**src/rtl/grid_nbr_fetch.sv**
```systemverilog
// Neighbour-fetch engine: reads the N/E/S/W neighbours of a grid cell from the grid SRAM.
// Define GRID_NBR_TORUS_WRAP_EN to wrap edge neighbours around the grid as a torus.
module grid_nbr_fetch #(
    parameter int DATA_WIDTH  = 8,
    parameter int ADDR_WIDTH  = 8,
    parameter int GRID_W      = 8,
    parameter int GRID_H      = 8,
    parameter int COORD_WIDTH = 4
) (
    input  logic                    clk,
    input  logic                    reset,
    input  logic                    start,
    input  logic [COORD_WIDTH-1:0]  x,
    input  logic [COORD_WIDTH-1:0]  y,
    output logic                    busy,
    output logic                    done,
    output logic                    err,
    output logic [4*DATA_WIDTH-1:0] nbr_data,
    output logic [3:0]              nbr_valid,
    output logic [ADDR_WIDTH-1:0]   address,
    input  logic [DATA_WIDTH-1:0]   data_in,
    output logic                    cs,
    output logic                    we
);

    localparam logic [2:0] S_IDLE = 3'd0;
    localparam logic [2:0] S_RD_N = 3'd1;
    localparam logic [2:0] S_RD_E = 3'd2;
    localparam logic [2:0] S_RD_S = 3'd3;
    localparam logic [2:0] S_RD_W = 3'd4;
    localparam logic [2:0] S_CAP  = 3'd5;
    localparam logic [2:0] S_DONE = 3'd6;

    localparam logic [31:0]            GW_U    = GRID_W;
    localparam logic [31:0]            GH_U    = GRID_H;
    localparam logic [31:0]            GW_LAST = GW_U - 32'd1;
    localparam logic [31:0]            GH_LAST = GH_U - 32'd1;
    localparam logic [COORD_WIDTH-1:0] C_ONE   = COORD_WIDTH'(1);

    logic [2:0]             state;
    logic [COORD_WIDTH-1:0] cx, cy;
    logic [ADDR_WIDTH-1:0]  addr_hold;
    logic                   coord_ok;
    logic                   at_top, at_bottom, at_left, at_right;
    logic [COORD_WIDTH-1:0] n_y, s_y, e_x, w_x;
    logic [3:0]             nbr_inb;
    logic [ADDR_WIDTH-1:0]  nbr_addr [4];
    logic                   rd_state;
    logic [1:0]             rd_slot;
    logic                   vld_p1;
    logic [1:0]             slot_p1;

    function automatic logic [ADDR_WIDTH-1:0] cell_addr(input logic [COORD_WIDTH-1:0] px,
                                                        input logic [COORD_WIDTH-1:0] py);
        return ADDR_WIDTH'(py) * ADDR_WIDTH'(GRID_W) + ADDR_WIDTH'(px);
    endfunction

    assign coord_ok = (32'(x) < GW_U) && (32'(y) < GH_U);

    assign at_top    = (cy == '0);
    assign at_left   = (cx == '0);
    assign at_bottom = (32'(cy) == GH_LAST);
    assign at_right  = (32'(cx) == GW_LAST);

    // Edge tests select the neighbour coordinate before any address arithmetic.
    always_comb begin
        n_y = cy - C_ONE;
        s_y = cy + C_ONE;
        e_x = cx + C_ONE;
        w_x = cx - C_ONE;
`ifdef GRID_NBR_TORUS_WRAP_EN
        if (at_top)    n_y = COORD_WIDTH'(GRID_H - 1);
        if (at_bottom) s_y = '0;
        if (at_right)  e_x = '0;
        if (at_left)   w_x = COORD_WIDTH'(GRID_W - 1);
        nbr_inb = 4'b1111;
`else
        nbr_inb = {~at_left, ~at_bottom, ~at_right, ~at_top};
`endif
    end

    assign nbr_addr[0] = cell_addr(cx, n_y);
    assign nbr_addr[1] = cell_addr(e_x, cy);
    assign nbr_addr[2] = cell_addr(cx, s_y);
    assign nbr_addr[3] = cell_addr(w_x, cy);

    assign rd_state = (state >= S_RD_N) && (state <= S_RD_W);
    assign rd_slot  = 2'(state - S_RD_N);
    assign cs       = rd_state && nbr_inb[rd_slot];
    assign address  = cs ? nbr_addr[rd_slot] : addr_hold;
    assign we       = 1'b0;
    assign busy     = (state != S_IDLE);
    assign done     = (state == S_DONE);

    always_ff @(posedge clk) begin
        if (reset) begin
            state     <= S_IDLE;
            cx        <= '0;
            cy        <= '0;
            addr_hold <= '0;
            vld_p1    <= 1'b0;
            slot_p1   <= '0;
            nbr_data  <= '0;
            nbr_valid <= '0;
            err       <= 1'b0;
        end else begin
            // Issue stage -> capture stage: SRAM data returns one cycle after cs.
            vld_p1  <= cs;
            slot_p1 <= rd_slot;
            if (cs) addr_hold <= address;
            if (vld_p1) begin
                nbr_data[32'(slot_p1)*DATA_WIDTH +: DATA_WIDTH] <= data_in;
                nbr_valid[slot_p1] <= 1'b1;
            end
            case (state)
                S_IDLE: begin
                    if (start) begin
                        cx        <= x;
                        cy        <= y;
                        nbr_data  <= '0;
                        nbr_valid <= '0;
                        err       <= ~coord_ok;
                        state     <= coord_ok ? S_RD_N : S_DONE;
                    end
                end
                S_RD_N:  state <= S_RD_E;
                S_RD_E:  state <= S_RD_S;
                S_RD_S:  state <= S_RD_W;
                S_RD_W:  state <= S_CAP;
                S_CAP:   state <= S_DONE;
                S_DONE:  state <= S_IDLE;
                default: state <= S_IDLE;
            endcase
        end
    end

endmodule
```
**config.mk**
```make
export PLATFORM = sky130hd
export DESIGN_NAME = grid_nbr_fetch
export DESIGN_NICKNAME = d
export VERILOG_FILES = /design/src/rtl/grid_nbr_fetch.sv
export SDC_FILE = /design/constraint.sdc
export NUM_CORES = 1
export LEC_CHECK = 0
export CAP_MARGIN = 40
export CELL_PAD_IN_SITES_DETAIL_PLACEMENT = 0
export CELL_PAD_IN_SITES_GLOBAL_PLACEMENT = 2
export CORE_MARGIN = 4
export CORE_UTILIZATION = 33
export CTS_BUF_LIST = sky130_fd_sc_hd__clkbuf_8
export CTS_CLUSTER_DIAMETER = 100
export DETAILED_ROUTE_END_ITERATION = 16
export GPL_TIMING_DRIVEN = 0
export HOLD_SLACK_MARGIN = 0.1
export PLACE_DENSITY = 0.95
export SLEW_MARGIN = 20
export SYNTH_ARGS = -nofsm -noshare
export SYNTH_HDL_FRONTEND = slang
export SYNTH_SLANG_ARGS = --single-unit
```
**constraint.sdc**
```tcl
create_clock -name clk -period 8.6 [get_ports clk]
set_input_delay 1.29 -clock clk [delete_from_list [all_inputs] [get_ports clk]]
set_output_delay 1.29 -clock clk [all_outputs]
set_load 0.02 [all_outputs]
```
-- Word-level counts from Yosys, hierarchy flattened
Cells that the tools add are included.
Widths: inputs -> output; s select.
- flip-flop bits (word level): 59
- bits of input ports: 19
- output and inout port bits: 49
- logic and storage cells: 72
- add/sub/neg operators: 10
- magnitude comparators: 8
- equality and inequality tests: 9
- shift operators: 2
- multiplexer cells: 18
- bitwise gates (word level): 7
- reductions and logical operators: 9
- operators with widths (operator ; number):
    $mux 32 ; 3
    $neg 5->34 ; 1
    $shift 8x34->32 const A ; 1
    $shiftx 8x34->32 ; 1
    $add 7x4->8 ; 4
    $bwmux 32 ; 1
    $mux 8 ; 3
    $pmux 3 s6 ; 1
    $bmux 8 s2 ; 1
    $mux 4 ; 3
    $eq 3x3->1 const B ; 3
    $add 4x1->4 const B ; 2
    $eq 4x3->1 const B ; 2
    $logic_not 4->1 ; 2
    $lt 4x4->1 const B ; 2
    $sub 4x1->4 const B ; 2
    $eq 3x2->1 const B ; 2
    $lt 2x3->1 const B ; 2
    $mux 3 ; 2
    $not 1->1 ; 5
    $logic_and 1x1->1 ; 4
    $or 4x4->4 ; 1
    $eq 3x1->1 const B ; 1
    $ge 3x1->1 const B ; 1
    12 further kinds ; 13

-- Logic depth before layout (Yosys ltp)
Gate-level depths: netlist of the first run.
- depth after elaboration: 8
- depth in mapped cells: 11
- gate-level depth less buffers: 9

-- Least setup slack after synthesis of the first run
Ideal clock, no wire load.
- path kind: flip-flop to output port
- start: reg state[0]
- end: out address[6]
- arrival: 2.562 ns
- data required time: 7.310 ns
- setup slack: 4.748 ns
- cell stages (with the launch flop): 9
- buffers on the path: 3
- cell sequence: dfxtp_1 buf_4 clkbuf_1 inv_1 ha_1 or3_1 a21o_1 buf_6 o31ai_1
- cells in the longest elaborated chain, start to end: 6
- elaborated cells on any way between the ends: 12
- those cells by class: add/sub (1); order compare (2); mux (6); bitwise (1); reduce/logical (2)
- RTL lines (element ; RTL line ; text):
    from (decl) ; 40 ; logic [2:0] state;
    from (signal assigned) ; 123 ; state <= coord_ok ? S_RD_N : S_DONE;
    $sub 2x1->2 * ; 88 ; assign rd_slot = 2'(state - S_RD_N);
    named net rd_slot[0] ; 49 ; logic [1:0] rd_slot;
    $not 2->3 (not written as such) ; 90 ; assign address = cs ? nbr_addr[rd_slot] : addr_hold;
    $bmux 8 s2 ; 90 ;
    $mux 8 (not written as such) (2 in a row) ; 90 ;
    $mux 8 * ; 90 ;
    to (decl) ; 20 ; output logic [ADDR_WIDTH-1:0] address,
Mark *: on every way through the listed nets, which the timed path passes. The rest lies on a longest branch. The select of a mux whose other input is x is not followed.

-- Worst setup path in the final report of the first run
Same ends and word-level chain as after synthesis.

==> results.json, run 1 <==
{
  "crit_path_end_kind": "primary output",
  "dp_cells": 492,
  "switching_share_pct": 40.4,
  "synth_fp_nets": 362,
  "post_cts_resize_count": 0,
  "cts_setup_buffers": 0,
  "synth_top_area_share_pct": 40.9,
  "antenna_found_initial": 0,
  "arrival_ns": 3.79,
  "drc": 0,
  "yosys_warnings": 0,
  "skew_ns": 0.00745,
  "drv_slew": 0,
  "grt_pass1_vias": 2439,
  "die_h_um": 102,
  "port_buffers": 66,
  "cts_sinks": 59,
  "synth-simple-area-share_pct": 18.3,
  "hold_slack_ns": 0.464,
  "dr_wl_met2_um": 3440,
  "gp_congestion": 0.814,
  "wl_met1_um": 3240,
  "cts_root_buf": "clkbuf_8",
  "fin_setup_tns_ns": 0,
  "p_leak_uw": 0.00149,
  "max_slew_margin_pct": 49.1,
  "grt_util_all_layers_pct": 15.1,
  "synthTopCellsByArea": "dfxtp_1, ha_1, a22oi_1, nor2_1, nand2_1",
  "synth_edf_count": 0,
  "fill_cells": 822,
  "yosysMostFrequentCell": "dfxtp_1",
  "synthMuxAreaShare_pct": 4.46,
  "wl_met3_um": 663,
  "drv_cap": 0,
  "path_clk_slew_ns": 0.07,
  "synth-adder-area-share_pct": 9.97,
  "initial_core_util_pct": 34.4,
  "hpwl_um": 5650,
  "hold_class": "reg -> reg",
  "worstPathRequired_ns": 7.31,
  "grt_max_degree": 13,
  "start_kind": "register",
  "ys_top_cells_by_count": "dfxtp_1, nor2_1, a22oi_1",
  "fmax_ghz": 0.197,
  "clock_path_buffers": 2,
  "viasPerCell": 4.99,
  "clockPowerShare_pct": 21.7,
  "crit_path_max_fanout": 10,
  "synth-xor-area-share_pct": 4.55,
  "finalNetCount": 440,
  "num_vias": 2534,
  "synth_top_area_cell": "dfxtp_1",
  "synthesis.area_um2": 2890,
  "ys_async_sr_fraction_pct": 0,
  "areaGrowthSynthToFinish_pct": 34.6,
  "fin_cells": 508,
  "rsz0062_at_grt": "false",
  "dp_slack_ns": 3.92,
  "cts-hold-fix-buffers": 0,
  "grt_first_pass_wirelength_um": 12100,
  "io_pins": 68,
  "regToRegSetupSlack_ns": 5.57,
  "ir_drop_uv": 223,
  "drt_pass1_iterations": 4,
  "yosys_most_used_dff": "dfxtp_1",
  "p_seq_share_pct": 28.3,
  "core_area_um2": 8380,
  "routed.top_layer": "met4",
  "ctsHtreeMaxLevel": 3,
  "synth_top_family_by_area": "simple AND/OR/NAND/NOR gates",
  "die-area_um2": 10300,
  "antenna_left": 0,
  "fin_util_pct": 46.4,
  "setup_viol": 0,
  "synth_area_per_cell_um2": 9.02,
  "min_period_ns": 5.08,
  "worst_pin_slew_ns": 0.761,
  "wire_per_inst_um": 14.7,
  "cts_tree": "built",
  "diodes": 0,
  "synth-seq-area-share_pct": 40.9,
  "status": "finished, final reports clean",
  "intPower_uw": 702,
  "overflow": 0,
  "synth_seq_cells": 59,
  "pwr-share-comb_pct": 50.1,
  "ys_types": 46,
  "die_w_um": 102,
  "hold_viol": 0,
  "fin_crit_sh_pct": 59.0,
  "core.rowCount": 33,
  "insertion_delay_ns": 0.35,
  "p_sw_uw": 475,
  "worst-setup-path-type": "reg -> out",
  "layout_setup_ws_ns": 3.52,
  "syn_inst": 320,
  "cts_made_buffers": 9,
  "layout-drive-gt1-share_pct": 9.93,
  "drt_iter0_drc": 42,
  "synth-compound-area-share_pct": 16.4,
  "wirelength_um": 7460,
  "powerDensity_nw_per_um2": 303
}
final cells by class:
cell class	instances	area [µm²]	share of cell area [%]
Clock inverter	7	77.6	2.00
Clock buffer	9	124	3.19
Inverter	13	48.8	1.26
Multi-Input combinational cell	232	1560	40.0
Buffer	16	101	2.61
Timing Repair Buffer	67	666	17.1
Sequential cell	59	1180	30.4
Tap cell	105	131	3.38
cells by family after synthesis:
group / after synthesis
AOI/OAI and AO/OA: 70
xor gates and xnor gates: 15
adders and majority gates: 23
buffers and inverters: 29
DFF: 59
muxes: 9
other: 1
and+or+nand+nor: 114
power groups by stage:
stage	registers (µW)	logic [µW]	clock network, µW
finish	333	590	255
global route	338	649	279
CTS	333	596	265
detailed placement	340	591	0
global placement	338	589	0
floorplan	337	408	0
metrics by stage:
stage               power (µW)  area, µm²
finish                    1180       3880
global route              1270       3880
CTS                       1190       3880
detailed placement         931       3680
global placement           927       3680
floorplan                  744       2890
layout by cell type, fill, tap and decap left out, types with 3 or more instances in the layout:
cell type	n
a211oi_1	3
a21oi_1	18
a22oi_1	32
buf_2	7
buf_4	3
buf_6	3
clkbuf_1	4
clkbuf_8	9
clkdlybuf4s50_1	66
clkinv_4	3
dfxtp_1	59
ha_1	23
inv_1	12
mux2_2	3
nand2_1	30
nand2b_1	3
nand3_1	5
nor2_1	51
nor3_1	7
o21ai_0	4
o41ai_1	3
xnor2_1	7
xor2_1	8
worst paths after layout:
check                 endpoint         start  cells after the start
setup / recovery    address[6]      state[0]                      9
hold / removal    addr_hold[3]  addr_hold[3]                      2
setup reg to reg  addr_hold[4]      state[0]                     10
hold reg to reg   addr_hold[3]  addr_hold[3]                      2
sequential cells by signal, indices dropped and copies added (netlist names):
signal	count
nbr_valid	4
nbr_data	32
state	3
slot_p1	2
cy	4
vld_p1	1
cx	4
err	1
addr_hold	8
critical path: stages (launching register included):
cell and delay [ns]:
dfxtp_1 0.37, buf_4 0.19, clkbuf_1 0.43, inv_1 0.27, ha_1 0.42, or3_1 0.38, a21o_1 0.20, buf_6 0.15
o31ai_1 0.35, clkdlybuf4s50_1 0.68
per-layer routing:
metal / GRT usage [%] / vias up
met5: 0 / -
met2: 24.2 / 88
met4: 4.19 / 0
li1: - / 1279
met3: 6.68 / 12
met1: 18.4 / 1155
Power figures use the tool's default switching activity.
==> run 2, diff against run 1 <==
CORE_UTILIZATION = 31   (was 33)
PLACE_DENSITY = 0.92   (was 0.95)
clock period = 4.9 ns   (was 8.6 ns; I/O delays follow)
==> run 2 against run 1 <==
  * Sequential cell count unchanged
  * Via count decreased by 1.0%
  * Clock power increased by 75%
  * Sequential power increased by 75%
  * Sequential share of layout area about the same
==> results.json, run 2 (synthesized netlist as in run 1, its figures left out) <==
{
  "power_uw": 2070,
  "hpwl_um": 5580,
  "grt_util_all_layers_pct": 13.7,
  "die-area_um2": 10900,
  "min_period_ns": 4.42,
  "areaGrowthSynthToFinish_pct": 34.7,
  "drt_iter0_drc": 106,
  "p_leak_uw": 0.00149,
  "status": "finished, final reports clean",
  "dp_cells": 495,
  "critPathMaxStageDelay_ns": 0.54,
  "fill_cells": 884,
  "io_pins": 68,
  "dp_slack_ns": 0.847,
  "powerDensity_nw_per_um2": 531,
  "crit_path_end_kind": "primary output",
  "r2r_end": "addr_hold[4]",
  "grt_first_pass_wirelength_um": 12100,
  "skew_ns": 0.0115,
  "grt_pass1_vias": 2432,
  "antenna_left": 0,
  "post_cts_resize_count": 0,
  "die_w_um": 104,
  "path_cells": "buf_4 -> clkbuf_1 -> inv_1 -> ha_1 -> or3_1 -> a21o_1 -> inv_2 -> buf_6 -> mux2_4 -> clkdlybuf4s50_1",
  "wire_per_inst_um": 14.4,
  "insertion_delay_ns": 0.35,
  "worstHoldPathCells": 2,
  "drv_cap": 0,
  "crit_path_max_fanout": 10,
  "fin_cells": 511,
  "cts_tree": "built",
  "cts_root_buf": "clkbuf_8",
  "hold_class": "reg -> reg",
  "clock_path_buffers": 2,
  "worst_pin_slew_ns": 0.815,
  "setup_viol": 0,
  "core.rowCount": 34,
  "layout_setup_ws_ns": 0.478,
  "wirelength_um": 7350,
  "cts_setup_buffers": 0,
  "crit_slowest_cell": "clkdlybuf4s50_1",
  "drc": 0,
  "finalNetCount": 440,
  "max_slew_margin_pct": 45.6,
  "ff2ff_path_depth": 10,
  "drv_slew": 0,
  "fin_crit_sh_pct": 90.2,
  "cts_sinks": 59,
  "viasPerCell": 4.91,
  "path_clk_slew_ns": 0.07,
  "fmax_ghz": 0.226,
  "cts_made_buffers": 9,
  "hold_viol": 0,
  "port_buffers": 66,
  "largest_reg_flops": 32,
  "cts-hold-fix-buffers": 0,
  "hold_path_end": "addr_hold[3]",
  "regToRegSetupSlack_ns": 1.84,
  "grt_max_degree": 13,
  "gp_congestion": 0.794,
  "final_cell_mix": "clkdlybuf4s50_1, dfxtp_1, nor2_1",
  "arrival_ns": 3.69,
  "hold_start": "addr_hold[3]",
  "layout_commonest_cell": "clkdlybuf4s50_1",
  "fin_setup_tns_ns": 0,
  "die_h_um": 104,
  "ir_drop_uv": 480,
  "layout-drive-gt1-share_pct": 9.93,
  "ctsHtreeMaxLevel": 3,
  "worst-setup-path-type": "reg -> out",
  "diodes": 0,
  "hold_slack_ns": 0.466,
  "num_vias": 2508,
  "core_area_um2": 8890,
  "initial_core_util_pct": 32.5,
  "rsz0062_at_grt": "false",
  "drt_pass1_iterations": 5,
  "r2r_start": "state[0]",
  "top_regs": "nbr_data (32), addr_hold (8)",
  "overflow": 0,
  "antenna_found_initial": 0,
  "worstPathRequired_ns": 4.16,
  "regMostFlops": "nbr_data",
  "start_kind": "register"
}
## run 2: cell counts in the layout (fill, tap and decap cells not counted)
No cell type changed its count.
## run 2: how the worst max path moves through the flow
stage | cells after the start | from | endpoint | slack [ns]
floorplan | 8 | state[0] | address[6] | 1.60
global placement | 10 | state[0] | address[4] | 0.87
detailed placement | 10 | state[0] | address[4] | 0.85
CTS | 10 | state[0] | address[0] | 0.46
global route | 10 | state[0] | address[7] | 0.27
finish | 10 | state[0] | address[0] | 0.48
## run 2: per-layer routing
| layer | vias to the layer above | wire (µm) | GRT usage (%) |
|---|---|---|---|
| li1 | 1279 | - | - |
| met1 | 1144 | 3310 | 16.4 |
| met2 | 69 | 3450 | 22.7 |
| met3 | 16 | 431 | 4.66 |
| met4 | 0 | 150 | 4.65 |
| met5 | - | 0 | 0 |
## run 2: power breakdown
part / leakage [µW] / switching [µW] / total (µW) / internal [µW]
clock: 0.0000998 / 210 / 447 / 238
sequential: 0.000479 / 47.3 / 584 / 537
combinational: 0.000908 / 578 / 1030 / 457
total: 0.00149 / 835 / 2070 / 1230
## run 2: through the flow
step | util, % | area, µm²
3_3_place_gp | 41.4 | 3680
2_1_floorplan | - | 2890
5_1_grt | 43.7 | 3890
4_1_cts | 43.7 | 3890
6_report | 43.7 | 3890
3_5_place_dp | 41.5 | 3690
## run 2: worst max-delay path: cells and delay by family, from the launching register on
family,cells,cell delay [ns]
AOI/OAI and AO/OA,1,0.20
muxes,1,0.31
and+or+nand+nor,1,0.38
buffers and inverters,6,1.63
adders and majority gates,1,0.43
DFF,1,0.37
## run 2: area by class of cell
cell class | count | area [µm²] | area share [%]
buffer | 16 | 101 | 2.61
clock buffer | 9 | 124 | 3.19
clock inverter | 7 | 77.6 | 1.99
inverter | 13 | 48.8 | 1.25
multi-input combinational | 232 | 1560 | 40.0
sequential | 59 | 1180 | 30.4
tap | 108 | 135 | 3.47
timing repair buffer | 67 | 666 | 17.1
